### config.mk
export PLATFORM = sky130hd
export DESIGN_NAME = keypad_scanner
export DESIGN_NICKNAME = d
export VERILOG_FILES = /design/src/rtl/keyscan_pkg.sv /design/src/rtl/keyscan_debounce.sv /design/src/rtl/keypad_scanner.sv
export SDC_FILE = /design/constraint.sdc
export NUM_CORES = 1
export LEC_CHECK = 0
export BUFFER_PORTS_ARGS = -buffer_cell sky130_fd_sc_hd__buf_2
export CAP_MARGIN = 10
export CORE_MARGIN = 2
export CORE_UTILIZATION = 35
export CTS_BUF_LIST = sky130_fd_sc_hd__clkbuf_8
export DETAILED_ROUTE_END_ITERATION = 8
export GPL_ROUTABILITY_DRIVEN = 0
export PLACE_DENSITY_LB_ADDON = 0.1
export REMOVE_ABC_BUFFERS = 1
export SLEW_MARGIN = 0
export SYNTH_ARGS = -nofsm -noshare
export SYNTH_HDL_FRONTEND = slang
export SYNTH_SLANG_ARGS = --single-unit
export TNS_END_PERCENT = 1
### constraint.sdc
create_clock -name clk -period 4 [get_ports clk]
set_clock_uncertainty 0.2 [all_clocks]
set_input_delay 0.2 -clock clk [delete_from_list [all_inputs] [get_ports clk]]
set_output_delay 0.2 -clock clk [all_outputs]
set_load 0.02 [all_outputs]
### src/rtl/keyscan_pkg.sv
`default_nettype none
// +----------------------------------------------------------------------------+
// | Module      : keyscan_pkg                                                  |
// | Description : Shared constants, physical-to-key map, scan FSM states and   |
// |               a lowest-set-bit helper for the 4x4 CHIP-8 keypad scanner.   |
// | Revision    : 1.0  initial release                                         |
// +----------------------------------------------------------------------------+
package keyscan_pkg;

    localparam int NUM_ROWS = 4;
    localparam int NUM_COLS = 4;

    // Hex key found at physical position row*4+col. Rows top to bottom:
    //   1 2 3 C / 4 5 6 D / 7 8 9 E / A 0 B F
    localparam logic [3:0] KEYMAP [0:15] = '{
        4'h1, 4'h2, 4'h3, 4'hC,
        4'h4, 4'h5, 4'h6, 4'hD,
        4'h7, 4'h8, 4'h9, 4'hE,
        4'hA, 4'h0, 4'hB, 4'hF
    };

    // IDLE is the held-in-reset state: no column is driven.
    typedef enum logic [1:0] {
        ST_IDLE   = 2'd0,
        ST_DRIVE  = 2'd1,
        ST_SAMPLE = 2'd2
    } scan_state_t;

    function automatic logic [3:0] lowest_set(input logic [15:0] v);
        logic [3:0] idx;
        idx = 4'd0;
        for (int i = 15; i >= 0; i--) begin
            if (v[i]) idx = 4'(i);
        end
        return idx;
    endfunction

endpackage
`default_nettype wire

### src/rtl/keyscan_debounce.sv
`default_nettype none
// +----------------------------------------------------------------------------+
// | Module      : keyscan_debounce                                             |
// | Description : Maps a completed physical scan to key order, requires        |
// |               DEBOUNCE_SCANS identical scans before publishing, and pulses |
// |               key_event on newly pressed keys. Optional ghost rejection    |
// |               when KEYSCAN_GHOST_REJECT_EN is defined.                     |
// | Ports       : clk, reset (sync, active-low)                                |
// |               raw[15:0]       physical scan, bit row*4+col = pressed       |
// |               scan_done       1-cycle strobe, raw is complete              |
// |               keypad_matrix   debounced state, bit n = key n               |
// |               key_event       1-cycle pulse on any 0->1 transition         |
// |               key_code        lowest newly pressed key                     |
// | Revision    : 1.0  initial release                                         |
// +----------------------------------------------------------------------------+
module keyscan_debounce
    import keyscan_pkg::*;
#(
    parameter int DEBOUNCE_SCANS = 4
) (
    input  logic        clk,
    input  logic        reset,
    input  logic [15:0] raw,
    input  logic        scan_done,
    output logic [15:0] keypad_matrix,
    output logic        key_event,
    output logic [3:0]  key_code
);

    localparam int c_cnt_w = (DEBOUNCE_SCANS > 1) ? $clog2(DEBOUNCE_SCANS) : 1;
    localparam logic [c_cnt_w-1:0] c_cnt_max = c_cnt_w'(DEBOUNCE_SCANS - 1);

    logic [15:0]        r_matrix;
    logic [15:0]        r_prev;
    logic [c_cnt_w-1:0] r_cnt;
    logic               r_event;
    logic [3:0]         r_code;

    logic [15:0]        w_keys;
    logic [15:0]        w_rising;
    logic [c_cnt_w-1:0] w_cnt_next;
    logic               w_ambiguous;

    always_comb begin
        w_keys = '0;
        for (int i = 0; i < NUM_ROWS * NUM_COLS; i++) begin
            w_keys[KEYMAP[i]] = raw[i];
        end
    end

`ifdef KEYSCAN_GHOST_REJECT_EN
    // Two rows sharing two or more columns close a loop in the diode-less
    // matrix, so at least one reported key may be phantom.
    always_comb begin
        logic [3:0] w_ov;
        w_ambiguous = 1'b0;
        w_ov        = '0;
        for (int i = 0; i < NUM_ROWS; i++) begin
            for (int j = i + 1; j < NUM_ROWS; j++) begin
                w_ov = raw[i*NUM_COLS +: NUM_COLS] & raw[j*NUM_COLS +: NUM_COLS];
                if ($countones(w_ov) >= 2) w_ambiguous = 1'b1;
            end
        end
    end
`else
    assign w_ambiguous = 1'b0;
`endif

    always_comb begin
        if (w_keys != r_prev)       w_cnt_next = '0;
        else if (r_cnt == c_cnt_max) w_cnt_next = r_cnt;
        else                         w_cnt_next = r_cnt + c_cnt_w'(1);
        w_rising = w_keys & ~r_matrix;
    end

    always_ff @(posedge clk) begin
        if (!reset) begin
            r_matrix <= '0;
            r_prev   <= '0;
            r_cnt    <= '0;
            r_event  <= 1'b0;
            r_code   <= 4'd0;
        end else begin
            r_event <= 1'b0;
            if (scan_done) begin
                if (w_ambiguous) begin
                    r_cnt <= '0;
                end else begin
                    r_prev <= w_keys;
                    r_cnt  <= w_cnt_next;
                    if (w_cnt_next == c_cnt_max && w_keys != r_matrix) begin
                        r_matrix <= w_keys;
                        if (|w_rising) begin
                            r_event <= 1'b1;
                            r_code  <= lowest_set(w_rising);
                        end
                    end
                end
            end
        end
    end

    assign keypad_matrix = r_matrix;
    assign key_event     = r_event;
    assign key_code      = r_code;

endmodule
`default_nettype wire

### src/rtl/keypad_scanner.sv
`default_nettype none
// +----------------------------------------------------------------------------+
// | Module      : keypad_scanner                                               |
// | Description : Scans a 4x4 CHIP-8 hex keypad by driving one column low at a |
// |               time, sampling synchronised active-low rows, and publishing  |
// |               a debounced 16-bit key matrix with press events.             |
// |               Define KEYSCAN_GHOST_REJECT_EN to drop ambiguous scans.      |
// | Ports       : clk            system clock                                  |
// |               reset          synchronous, active-low                       |
// |               col_n[3:0]     column drive, active-low                      |
// |               row_n[3:0]     row sense, active-low, asynchronous           |
// |               keypad_matrix  debounced key state, bit n = key n            |
// |               key_event      1-cycle pulse on a new press                  |
// |               key_code       lowest newly pressed key                      |
// | Revision    : 1.0  initial release                                         |
// +----------------------------------------------------------------------------+
module keypad_scanner
    import keyscan_pkg::*;
#(
    parameter int SCAN_DIV       = 1024,
    parameter int DEBOUNCE_SCANS = 4
) (
    input  logic        clk,
    input  logic        reset,
    output logic [3:0]  col_n,
    input  logic [3:0]  row_n,
    output logic [15:0] keypad_matrix,
    output logic        key_event,
    output logic [3:0]  key_code
);

    localparam int c_dwell_w = $clog2(SCAN_DIV);
    // DRIVE ends one count early so SAMPLE lands on dwell == SCAN_DIV-1.
    localparam logic [c_dwell_w-1:0] c_dwell_pre = c_dwell_w'(SCAN_DIV - 2);

    logic [3:0]           r_sync1;
    logic [3:0]           r_sync2;
    scan_state_t          r_state;
    scan_state_t          w_next_state;
    logic [1:0]           r_col;
    logic [1:0]           w_col_next;
    logic [c_dwell_w-1:0] r_dwell;
    logic [c_dwell_w-1:0] w_dwell_next;
    logic [15:0]          r_phys;
    logic [15:0]          w_phys_next;
    logic [15:0]          w_sample;
    logic                 w_scan_done;
    logic [3:0]           r_col_n;
    logic [3:0]           w_col_n_next;

    always_ff @(posedge clk) begin
        if (!reset) begin
            r_sync1 <= 4'hF;
            r_sync2 <= 4'hF;
        end else begin
            r_sync1 <= row_n;
            r_sync2 <= r_sync1;
        end
    end

    // Current column's rows merged into the partial scan; on the last column
    // this is the complete scan handed to the debouncer in the same cycle.
    always_comb begin
        w_sample = r_phys;
        for (int r = 0; r < NUM_ROWS; r++) begin
            w_sample[r*NUM_COLS + int'(r_col)] = ~r_sync2[r];
        end
    end

    always_comb begin
        w_next_state = r_state;
        w_col_next   = r_col;
        w_dwell_next = r_dwell;
        w_phys_next  = r_phys;
        w_scan_done  = 1'b0;
        case (r_state)
            ST_IDLE: begin
                w_next_state = ST_DRIVE;
            end
            ST_DRIVE: begin
                w_dwell_next = r_dwell + c_dwell_w'(1);
                if (r_dwell == c_dwell_pre) w_next_state = ST_SAMPLE;
            end
            ST_SAMPLE: begin
                w_phys_next  = w_sample;
                w_dwell_next = '0;
                w_col_next   = r_col + 2'd1;
                w_next_state = ST_DRIVE;
                if (r_col == 2'd3) w_scan_done = 1'b1;
            end
            default: begin
                w_next_state = ST_IDLE;
            end
        endcase
        w_col_n_next = (w_next_state == ST_IDLE) ? 4'hF : ~(4'b0001 << w_col_next);
    end

    always_ff @(posedge clk) begin
        if (!reset) begin
            r_state <= ST_IDLE;
            r_col   <= 2'd0;
            r_dwell <= '0;
            r_phys  <= '0;
            r_col_n <= 4'hF;
        end else begin
            r_state <= w_next_state;
            r_col   <= w_col_next;
            r_dwell <= w_dwell_next;
            r_phys  <= w_phys_next;
            r_col_n <= w_col_n_next;
        end
    end

    assign col_n = r_col_n;

    keyscan_debounce #(
        .DEBOUNCE_SCANS (DEBOUNCE_SCANS)
    ) u_debounce (
        .clk           (clk),
        .reset         (reset),
        .raw           (w_sample),
        .scan_done     (w_scan_done),
        .keypad_matrix (keypad_matrix),
        .key_event     (key_event),
        .key_code      (key_code)
    );

endmodule
`default_nettype wire
==> metrics, run 1 <==
cell family with the largest share of critical-path delay=simple AND/OR/NAND/NOR gates; PwrDens=about 340 nW/µm²; VDD IR max=0.168 mV; DR WL/cell=roughly 14 µm; antenna violations before repair=0; share of cells above drive strength 1=0.126; Worst Setup SP=r_col[0]; die area=12700 µm²; Reg2Reg Setup Slack=0.44 ns; num rows=39; Slowest cell on crit path=or3b_1; synthesized area=4150 µm²; worst setup path endpoint=u_debounce.keypad_matrix[15]; clk root buf=clkbuf_8; max frequency=281 MHz; commonest cells after routing, fill and taps aside=nand2_1, dfxtp_1, nor2_1; grt total ovfl=0; IO Pins=31; Worst setup EP type=flop; reg2reg end=u_debounce.keypad_matrix[15]; pin count of the biggest net entering global routing=39; Inserted Diodes=0; first-pass GRT wire length=about 16 mm; WP depth=10; max_cap viols=0; Post-DP HPWL=7.27 mm; Total Power=about 1.6 mW; yosys synthesis warning count=0; later-pin clock latency in the skew report=0.37 ns; final hold vios=0; worst-margin pin slew=~0.96 ns; post-cts sizing count=0; TritonCTS buffer count=9; Reg2Reg Launch Point=r_col[0]; Post-route DRC=4; Hold/Removal Path Class=input pin to flop; Die W=between 100 and 150 µm; vias in the first global route=3313; # H-tree levels=3; most common cell after layout, fill and taps aside=nand2_1; Clock Path Buffers=2; ordered list of cells on the worst path=inv_1 > ha_1 > and2_1 > nor2_1 > ha_1 > nand4_1 > nor4_1 > nor2_1 > or3b_1 > mux2i_1; final WL=9.98 mm; fin. max-slew vios=0; Crit Path Max Fanout=16; Crit Path Class=flop to flop; number of synthesized flops with an enable pin=0; Syn Inst Count=503; violated checks=design-rule violations; clock-pin slew on the worst setup and hold paths=0.08 ns; Global Route Usage Sum=0.163; Setup Total Neg Slack=0 ns; via count=3418; Slowest Stage Delay on Critical Path=0.82 ns; WP data required=4.10 ns; status=complete, but fails checks; IO Port Bufs=30; Max-Slew Margin vs Limit=0.363; number of hold buffers added after cts=4; fin nets=577; CP Buf/Inv Count=1; Setup Viol. Count Final=0; Seq cells post-synth=~80; Avg Vias per Cell=4.95; crit path DAT=3.66 ns; DR iter-0 viols=162; layout overhead on the synthesized area=15.3%; die height=113 µm; crit path launch type=flop; core area=~12000 µm²; postcts setup bufs=0; Top FF cell, synth=dfxtp_1; post-synthesis average cell area=8.25 µm²; Leak Pwr=about 2.0 nW; Worst R2R Path Depth=10; # clock sinks=81; Async S/R FF share, synth=0; Tcrit/Tclk final=0.891; Tmin final=3.56 ns; CTS tree=yes; initial core utilization=0.360; Detail Route Antenna Nets=0; DR pass1 iterations=6; Synth cell types=40; RSZ-0062 raised after global routing=no; post-synthesis sequential area ratio=0.391
-- flip-flops by register name (all words and copies together), names as in the netlist --
signal	flops
r_phys	16
u_debounce.keypad_matrix	16
u_debounce.r_prev	16
r_dwell	10
col_n	4
r_sync1	4
r_sync2	4
u_debounce.key_code	4
r_col	2
r_state	2
u_debounce.r_cnt	2
u_debounce.key_event	1
-- stage by stage --
| step | instance area [µm²] | hold slack (ns) | util | std cells | setup slack (ns) |
|---|---|---|---|---|---|
| after CTS | 4780 | 0.00830 | 0.415 | 691 | 0.382 |
| after global placement | 4490 | 0.182 | 0.390 | 671 | 0.491 |
| after global routing | 4780 | 0.0361 | 0.415 | 691 | 0.147 |
| after detailed placement | 4490 | 0.188 | 0.390 | 671 | 0.395 |
| after floorplan | 4050 | 0.0730 | - | 483 | 0.763 |
| final | 4780 | 0.0144 | 0.415 | 691 | 0.438 |
-- worst register-to-register path: stages (launching register included) --
cell and delay (ns):
dfxtp_1 0.49, inv_1 0.15, ha_1 0.35, and2_1 0.23, nor2_1 0.29, ha_1 0.19
nand4_1 0.08, nor4_1 0.29, nor2_1 0.13, or3b_1 0.82, mux2i_1 0.27
-- per-layer routing --
layer  part of all wire  global-route usage
met1               0.50               0.208
met5                  0                   0
met2               0.44               0.257
met3              0.033              0.0348
met4              0.027              0.0862
-- final cells by class --
class,instances,area [µm²]
clock inverters,6,113
inverters,23,86.3
clock buffers,10,138
well taps,143,179
repair buffers,49,303
flip-flops and latches,81,1620
multi-input cells,379,2340
fillers,1195,6730
-- cell families after synthesis --
family                   share of synthesized area
flip-flops                                   0.391
buffers and inverters                       0.0446
AO/OA/AOI/OAI                               0.0829
AND/OR/NAND/NOR                              0.303
adder cells (fa/ha/maj)                     0.0844
XOR/XNOR                                    0.0127
multiplexers                                0.0820
-- Yosys cell counts (2+ instances only) --
cell type	number	share of area
clkbuf_1	17	0.015
mux2i_1	34	0.082
nand2_1	88	0.080
nand4b_1	8	0.017
ha_1	28	0.084
and2_2	2	0.0036
and2_1	17	0.026
nand3_1	4	0.0048
dfxtp_1	81	0.39
a311oi_1	2	0.0042
nor3_1	12	0.014
o22ai_1	2	0.0030
o31ai_1	2	0.0036
nand4_1	7	0.011
xor2_1	6	0.013
nor4_1	5	0.0075
or4_4	2	0.0054
nor2_1	59	0.053
inv_1	23	0.021
nand2b_1	13	0.020
or3_1	10	0.015
a21oi_1	5	0.0060
nor2b_1	19	0.029
and3_1	4	0.0060
o21ai_0	24	0.029
a21boi_0	15	0.027
-- power by group --
group          switching (mW)  internal (mW)  total [mW]
Combinational          0.0387         0.0311      0.0698
Sequential            0.00666          0.812       0.819
Clock                   0.320          0.435       0.755
Total                   0.365           1.28        1.64
-- worst min path at each step --
stage	to	cells after the start	from	slack, ns
after floorplan	r_sync2[0]	1	reset	0.07
after global placement	r_sync1[3]	2	row_n[3]	0.18
after detailed placement	r_sync1[0]	2	row_n[0]	0.19
after CTS	r_sync2[2]	2	reset	0.008
after global routing	r_sync1[3]	2	reset	0.04
final	r_sync2[2]	2	reset	0.01
No activity file was read; power rests on OpenSTA's default activity.
==> run 2: changes to the inputs <==
CORE_UTILIZATION = 30   (was 35)
clock period = 4.35 ns   (was 4 ns; I/O delays follow)
==> metrics, run 2 (same netlist as run 1, synthesis figures left out) <==
first-pass GRT wire length=about 17 mm; # fillers=1418; pin count of the biggest net entering global routing=33; die area=about 15000 µm²; cell family with the largest share of critical-path delay=simple AND/OR/NAND/NOR gates; antenna violations before repair=0; register area=1620 µm²; met1 usage=0.190; Post-DP HPWL=7.28 mm; Worst Setup SP=r_col[0]; DR WL/cell=14.3 µm; busiest grt layer=met2; layout overhead on the synthesized area=13.7%; max_cap viols=0; TritonCTS buffer count=9; VDD IR max=0.167 mV; IO Pins=31; final WL=10.2 mm; CP Buf/Inv Count=1; Global Route Usage Sum=0.148; area of the multi-input gates=~2300 µm²; CTS tree=yes; clk root buf=clkbuf_8; commonest cells after routing, fill and taps aside=nand2_1, dfxtp_1, nor2_1; crit path DAT=3.44 ns; GRT met2 Usage=0.238; die height=122 µm; Post-route DRC=0; Reg2Reg Launch Point=r_col[0]; grt total ovfl=0; via count=3396; initial core utilization=0.310; PwrDens=~290 nW/µm²; max frequency=300 MHz; Detail Route Antenna Nets=0; postcts setup bufs=0; Crit Path Max Fanout=9; post-cts sizing count=0; Setup Total Neg Slack=0 ns; DR iter-0 viols=about 200; share of cells above drive strength 1=0.111; Avg Vias per Cell=4.74; most common cell after layout, fill and taps aside=nand2_1; WP data required=4.46 ns; Worst setup EP type=flop; core area=13400 µm²; DR pass1 iterations=5; Final Util=0.352; RSZ-0062 raised after global routing=no; # clock sinks=between 80 and 90; Slowest cell on crit path=dfxtp_1; Setup Viol. Count Final=0; crit path launch type=flop; grt met3 use=0.0384; clock-pin slew on the worst setup and hold paths=0.09 ns; fin nets=570; final hold vios=0; Tcrit/Tclk final=0.765; Clock Path Buffers=2; fin. max-slew vios=0; Max-Slew Margin vs Limit=0.594; ordered list of cells on the worst path=inv_1 > ha_1 > and2_1 > nor2_1 > ha_1 > nand4_1 > nor4_1 > nor2_1 > o21ai_0 > nor3_1 > mux2i_1; later-pin clock latency in the skew report=0.37 ns; Leak Pwr=roughly 1.9 nW; Inserted Diodes=0; worst-margin pin slew=0.607 ns; IO Port Bufs=30; Slowest Stage Delay on Critical Path=0.50 ns; Hold/Removal Path Class=input pin to flop; vias in the first global route=around 3.3k; num rows=42; Die W=122 µm; Crit Path Class=flop to flop; number of hold buffers added after cts=4; Tmin final=3.33 ns; status=finished, final reports clean; HP Start=reset; # H-tree levels=3
[run 2: changes by cell type in the layout (fill, tap and decap cells not counted), sizes merged]
cell      change
buf           -7
clkinvlp      +3
bufinv        -2
clkinv        -1
[run 2: worst reg2reg max path, cell delays in order, from the launching register on]
cell	delay (ns)
dfxtp_1	0.50
inv_1	0.15
ha_1	0.35
and2_1	0.23
nor2_1	0.29
ha_1	0.31
nand4_1	0.10
nor4_1	0.07
nor2_1	0.23
o21ai_0	0.13
nor3_1	0.48
mux2i_1	0.24
[run 2: final timing paths]
| path | end | slack (ns) | cells past startpoint |
|---|---|---|---|
| setup / recovery | u_debounce.key_code[0] | 1.02 | 11 |
| hold / removal | r_sync1[3] | 0.10 | 2 |
| setup reg to reg | u_debounce.key_code[0] | 1.02 | 11 |
| hold reg to reg | r_sync2[0] | 0.21 | 1 |
[run 2: final cells by class]
type,instances,area share
multi-input combinational,379,0.497
sequential,81,0.344
timing repair buffer,42,0.0530
tap,176,0.0467
clock buffer,10,0.0292
inverter,23,0.0183
clock inverter,6,0.0127
[run 2: through the flow]
stage / instances / power [mW] / setup slack, ns / area, µm² / hold WS (ns)
floorplan: 483 / 0.805 / 1.11 / 4050 / 0.0905
global placement: 697 / 0.832 / 1.13 / 4480 / 0.194
detailed placement: 697 / 0.833 / 1.01 / 4480 / 0.196
CTS: 717 / 1.41 / 0.987 / 4720 / 0.106
global route: 717 / 1.45 / 0.718 / 4720 / 0.118
finish: 717 / 1.39 / 1.02 / 4720 / 0.101
[run 2: metal layers]
metal / vias to the layer above / share of wire / routed length, µm
li1: 1756 / - / -
met1: 1575 / 0.49 / 4990
met2: 53 / 0.46 / 4700
met3: 12 / 0.035 / 362
met4: 0 / 0.019 / 192
met5: - / 0 / 0
[run 2: report_power, final]
| part | switching [mW] | leakage (nW) | internal (mW) | total [mW] |
|---|---|---|---|---|
| clock | 0.292 | 0.0971 | 0.277 | 0.569 |
| combinational | 0.0360 | 1.13 | 0.0274 | 0.0634 |
| sequential | 0.00616 | 0.655 | 0.747 | 0.753 |
| total | 0.334 | 1.88 | 1.05 | 1.39 |
==> run 3: changes to the inputs <==
ABC_AREA = 1   (was unset)
clock period = 2.9 ns   (was 4.35 ns; I/O delays follow)
==> metrics, run 3 <==
Worst Hold End=r_col[0]; Top FF cell, synth=dfxtp_1; die height=119 µm; max frequency=375 MHz; clock-pin slew on the worst setup and hold paths=0.08 ns; first-pass GRT wire length=approximately 16 mm; Tmin final=2.67 ns; # H-tree levels=3; layout overhead on the synthesized area=17.6%; DR iter-0 viols=179; ordered list of cells on the worst path=inv_1 > ha_2 > inv_2 > o21ai_1 > ha_1 > nand4_1 > nor3_2 > a21boi_2 > buf_4 > nand4_1 > nand2_2 > inv_2 > nand3_1 > nand2_1; Post-synth top cells=nand2_1, dfxtp_1, inv_1; met1 usage=0.201; most common cell after layout, fill and taps aside=nand2_1; worst-margin pin slew=about 0.59 ns; clk root buf=clkbuf_8; HP Start=reset; reg2reg end=u_debounce.key_code[2]; Setup Total Neg Slack=0 ns; PwrDens=463 nW/µm²; NetSw=475 µW; later-pin clock latency in the skew report=0.36 ns; Hold Slack=around 0.12 ns; commonest cells after routing, fill and taps aside=nand2_1, dfxtp_1, inv_1; register area=1620 µm²; Tcrit/Tclk final=0.920; Post-route DRC=0; via count=between 3k and 4k; Worst R2R Path Depth=14; IO Pins=31; Detail Route Antenna Nets=0; Net Sw Frac=0.221; status=finished, final reports clean; # fillers=1382; Global Route Usage Sum=0.144; yosys synthesis warning count=0; RSZ-0062 raised after global routing=yes; Slowest Stage Delay on Critical Path=0.37 ns; Crit Path Class=flop to flop; most common cell in the netlist=nand2_1; Slowest cell on crit path=dfxtp_2; post-synthesis average cell area=about 7.3 µm²; Max-Slew Margin vs Limit=0.609; Avg Vias per Cell=4.48; Syn Inst Count=538; share of cells above drive strength 1=0.173; vias in the first global route=around 3.2k; top post-synthesis cells by area=dfxtp_1, nand2_1, ha_1; DR WL/cell=12.6 µm; # clock sinks=around 80; Reg2Reg Launch Point=r_col[0]; Worst Hold Depth=3; Async S/R FF share, synth=0; Setup Viol. Count Final=0; WP data required=approximately 3.0 ns; Placed Instances=736; grt met3 use=0.0256; DR pass1 iterations=4; Inserted Diodes=0; Int Power=1.68 mW; synthesized area=around 4000 µm²; grt total ovfl=0; die area=14100 µm²; Non-Filler Instances=756; Post-DP HPWL=6.88 mm; clock power share=0.433; number of synthesized flops with an enable pin=0; CTS tree=yes; TritonCTS buffer count=9; fin nets=615; Hold/Removal Path Class=input pin to flop; Clock Path Buffers=2; crit path DAT=approximately 2.7 ns; pin count of the biggest net entering global routing=55; GRT met2 Usage=0.217; Worst setup EP type=flop; crit path launch type=flop; cell family with the largest share of critical-path delay=simple AND/OR/NAND/NOR gates; IO Port Bufs=30; fin. max-slew vios=0; CP Buf/Inv Count=4; Crit Path Max Fanout=9; Leak Pwr=2.13 nW; core area=12700 µm²; Seq cells post-synth=81; post-synthesis sequential area ratio=0.410; max_cap viols=0; post-synth top area share=0.410; busiest grt layer=met2; final hold vios=0; Die W=119 µm; post-synth top area cell=dfxtp_1; combinational power share=0.042; Reg2Reg Setup Slack=0.23 ns; VDD IR max=0.180 mV; initial core utilization=0.311; area of the multi-input gates=approximately 2000 µm²; num rows=41; final WL=9.51 mm; Synth cell types=37; Seq pwr share=0.525; antenna violations before repair=0
[run 3: final cells by class]
class,instances,share of cell area
multi-input combinational,351,0.422
sequential,81,0.349
timing repair buffer,47,0.0619
inverter,91,0.0740
clock buffer,11,0.0326
clock inverter,3,0.0140
tap,172,0.0463
[run 3: cells by family after synthesis]
| kind of cell | after synthesis | synth area share |
|---|---|---|
| flip-flops | 81 | 0.410 |
| adder cells (fa/ha/maj) | 28 | 0.0886 |
| AND/OR/NAND/NOR | 189 | 0.209 |
| buffers and inverters | 107 | 0.107 |
| AO/OA/AOI/OAI | 130 | 0.179 |
| XOR/XNOR | 3 | 0.00665 |
[run 3: worst register-to-register path, cell delays in order (launching register included)]
cell and delay [ns]:
dfxtp_2 0.37, inv_1 0.13, ha_2 0.30, inv_2 0.07
o21ai_1 0.23, ha_1 0.29, nand4_1 0.11, nor3_2 0.05
a21boi_2 0.10, buf_4 0.15, nand4_1 0.20, nand2_2 0.18
inv_2 0.06, nand3_1 0.06, nand2_1 0.05
[run 3: how the worst max path moves through the flow]
| stage | slack [ns] | to | depth (start not counted) | from |
|---|---|---|---|---|
| 2_1_floorplan | 0.37 | u_debounce.keypad_matrix[15] | 12 | r_col[0] |
| 3_3_place_gp | 0.05 | u_debounce.keypad_matrix[14] | 14 | r_col[0] |
| 3_5_place_dp | -0.06 | u_debounce.keypad_matrix[14] | 14 | r_col[0] |
| 4_1_cts | 0.05 | u_debounce.keypad_matrix[12] | 14 | r_col[0] |
| 5_1_grt | -0.01 | u_debounce.key_code[1] | 18 | r_col[0] |
| 6_report | 0.23 | u_debounce.key_code[2] | 14 | r_col[0] |
[run 3: metal layers]
layer  share of wire  wire, µm  up-vias
met4           0.022       211        0
met1            0.51      4880     1503
met2            0.43      4060       63
li1                -         -     1804
met3           0.038       364       17
met5               0         0        -
[run 3: power groups by stage]
stage	clock network [mW]	registers (mW)	logic, mW
floorplan	0	1.15	0.0543
global placement	0	1.16	0.0866
detailed placement	0	1.16	0.0866
CTS	0.962	1.13	0.0917
global route	1.02	1.13	0.104
finish	0.933	1.13	0.0900
[run 3: per-stage QoR]
stage | cell area, µm² | power (mW) | setup WS, ns | util
6_report | 4650 | 2.15 | 0.233 | 0.365
3_3_place_gp | 4330 | 1.24 | 0.0493 | 0.340
5_1_grt | 4650 | 2.25 | -0.0102 | 0.365
4_1_cts | 4590 | 2.18 | 0.0473 | 0.361
3_5_place_dp | 4330 | 1.24 | -0.0573 | 0.340
2_1_floorplan | 3870 | 1.21 | 0.375 | -
[run 3: what timing repair did]
item | in CTS | in global routing
buffers inserted | 0 | 1
setup endpoints to repair | 5 | 20
pin swaps | 1 | 1
cloned | 1 | 0
hold endpoints to repair | 4 | 0
hold buffers | 4 | 0
resized for setup | 0 | 10
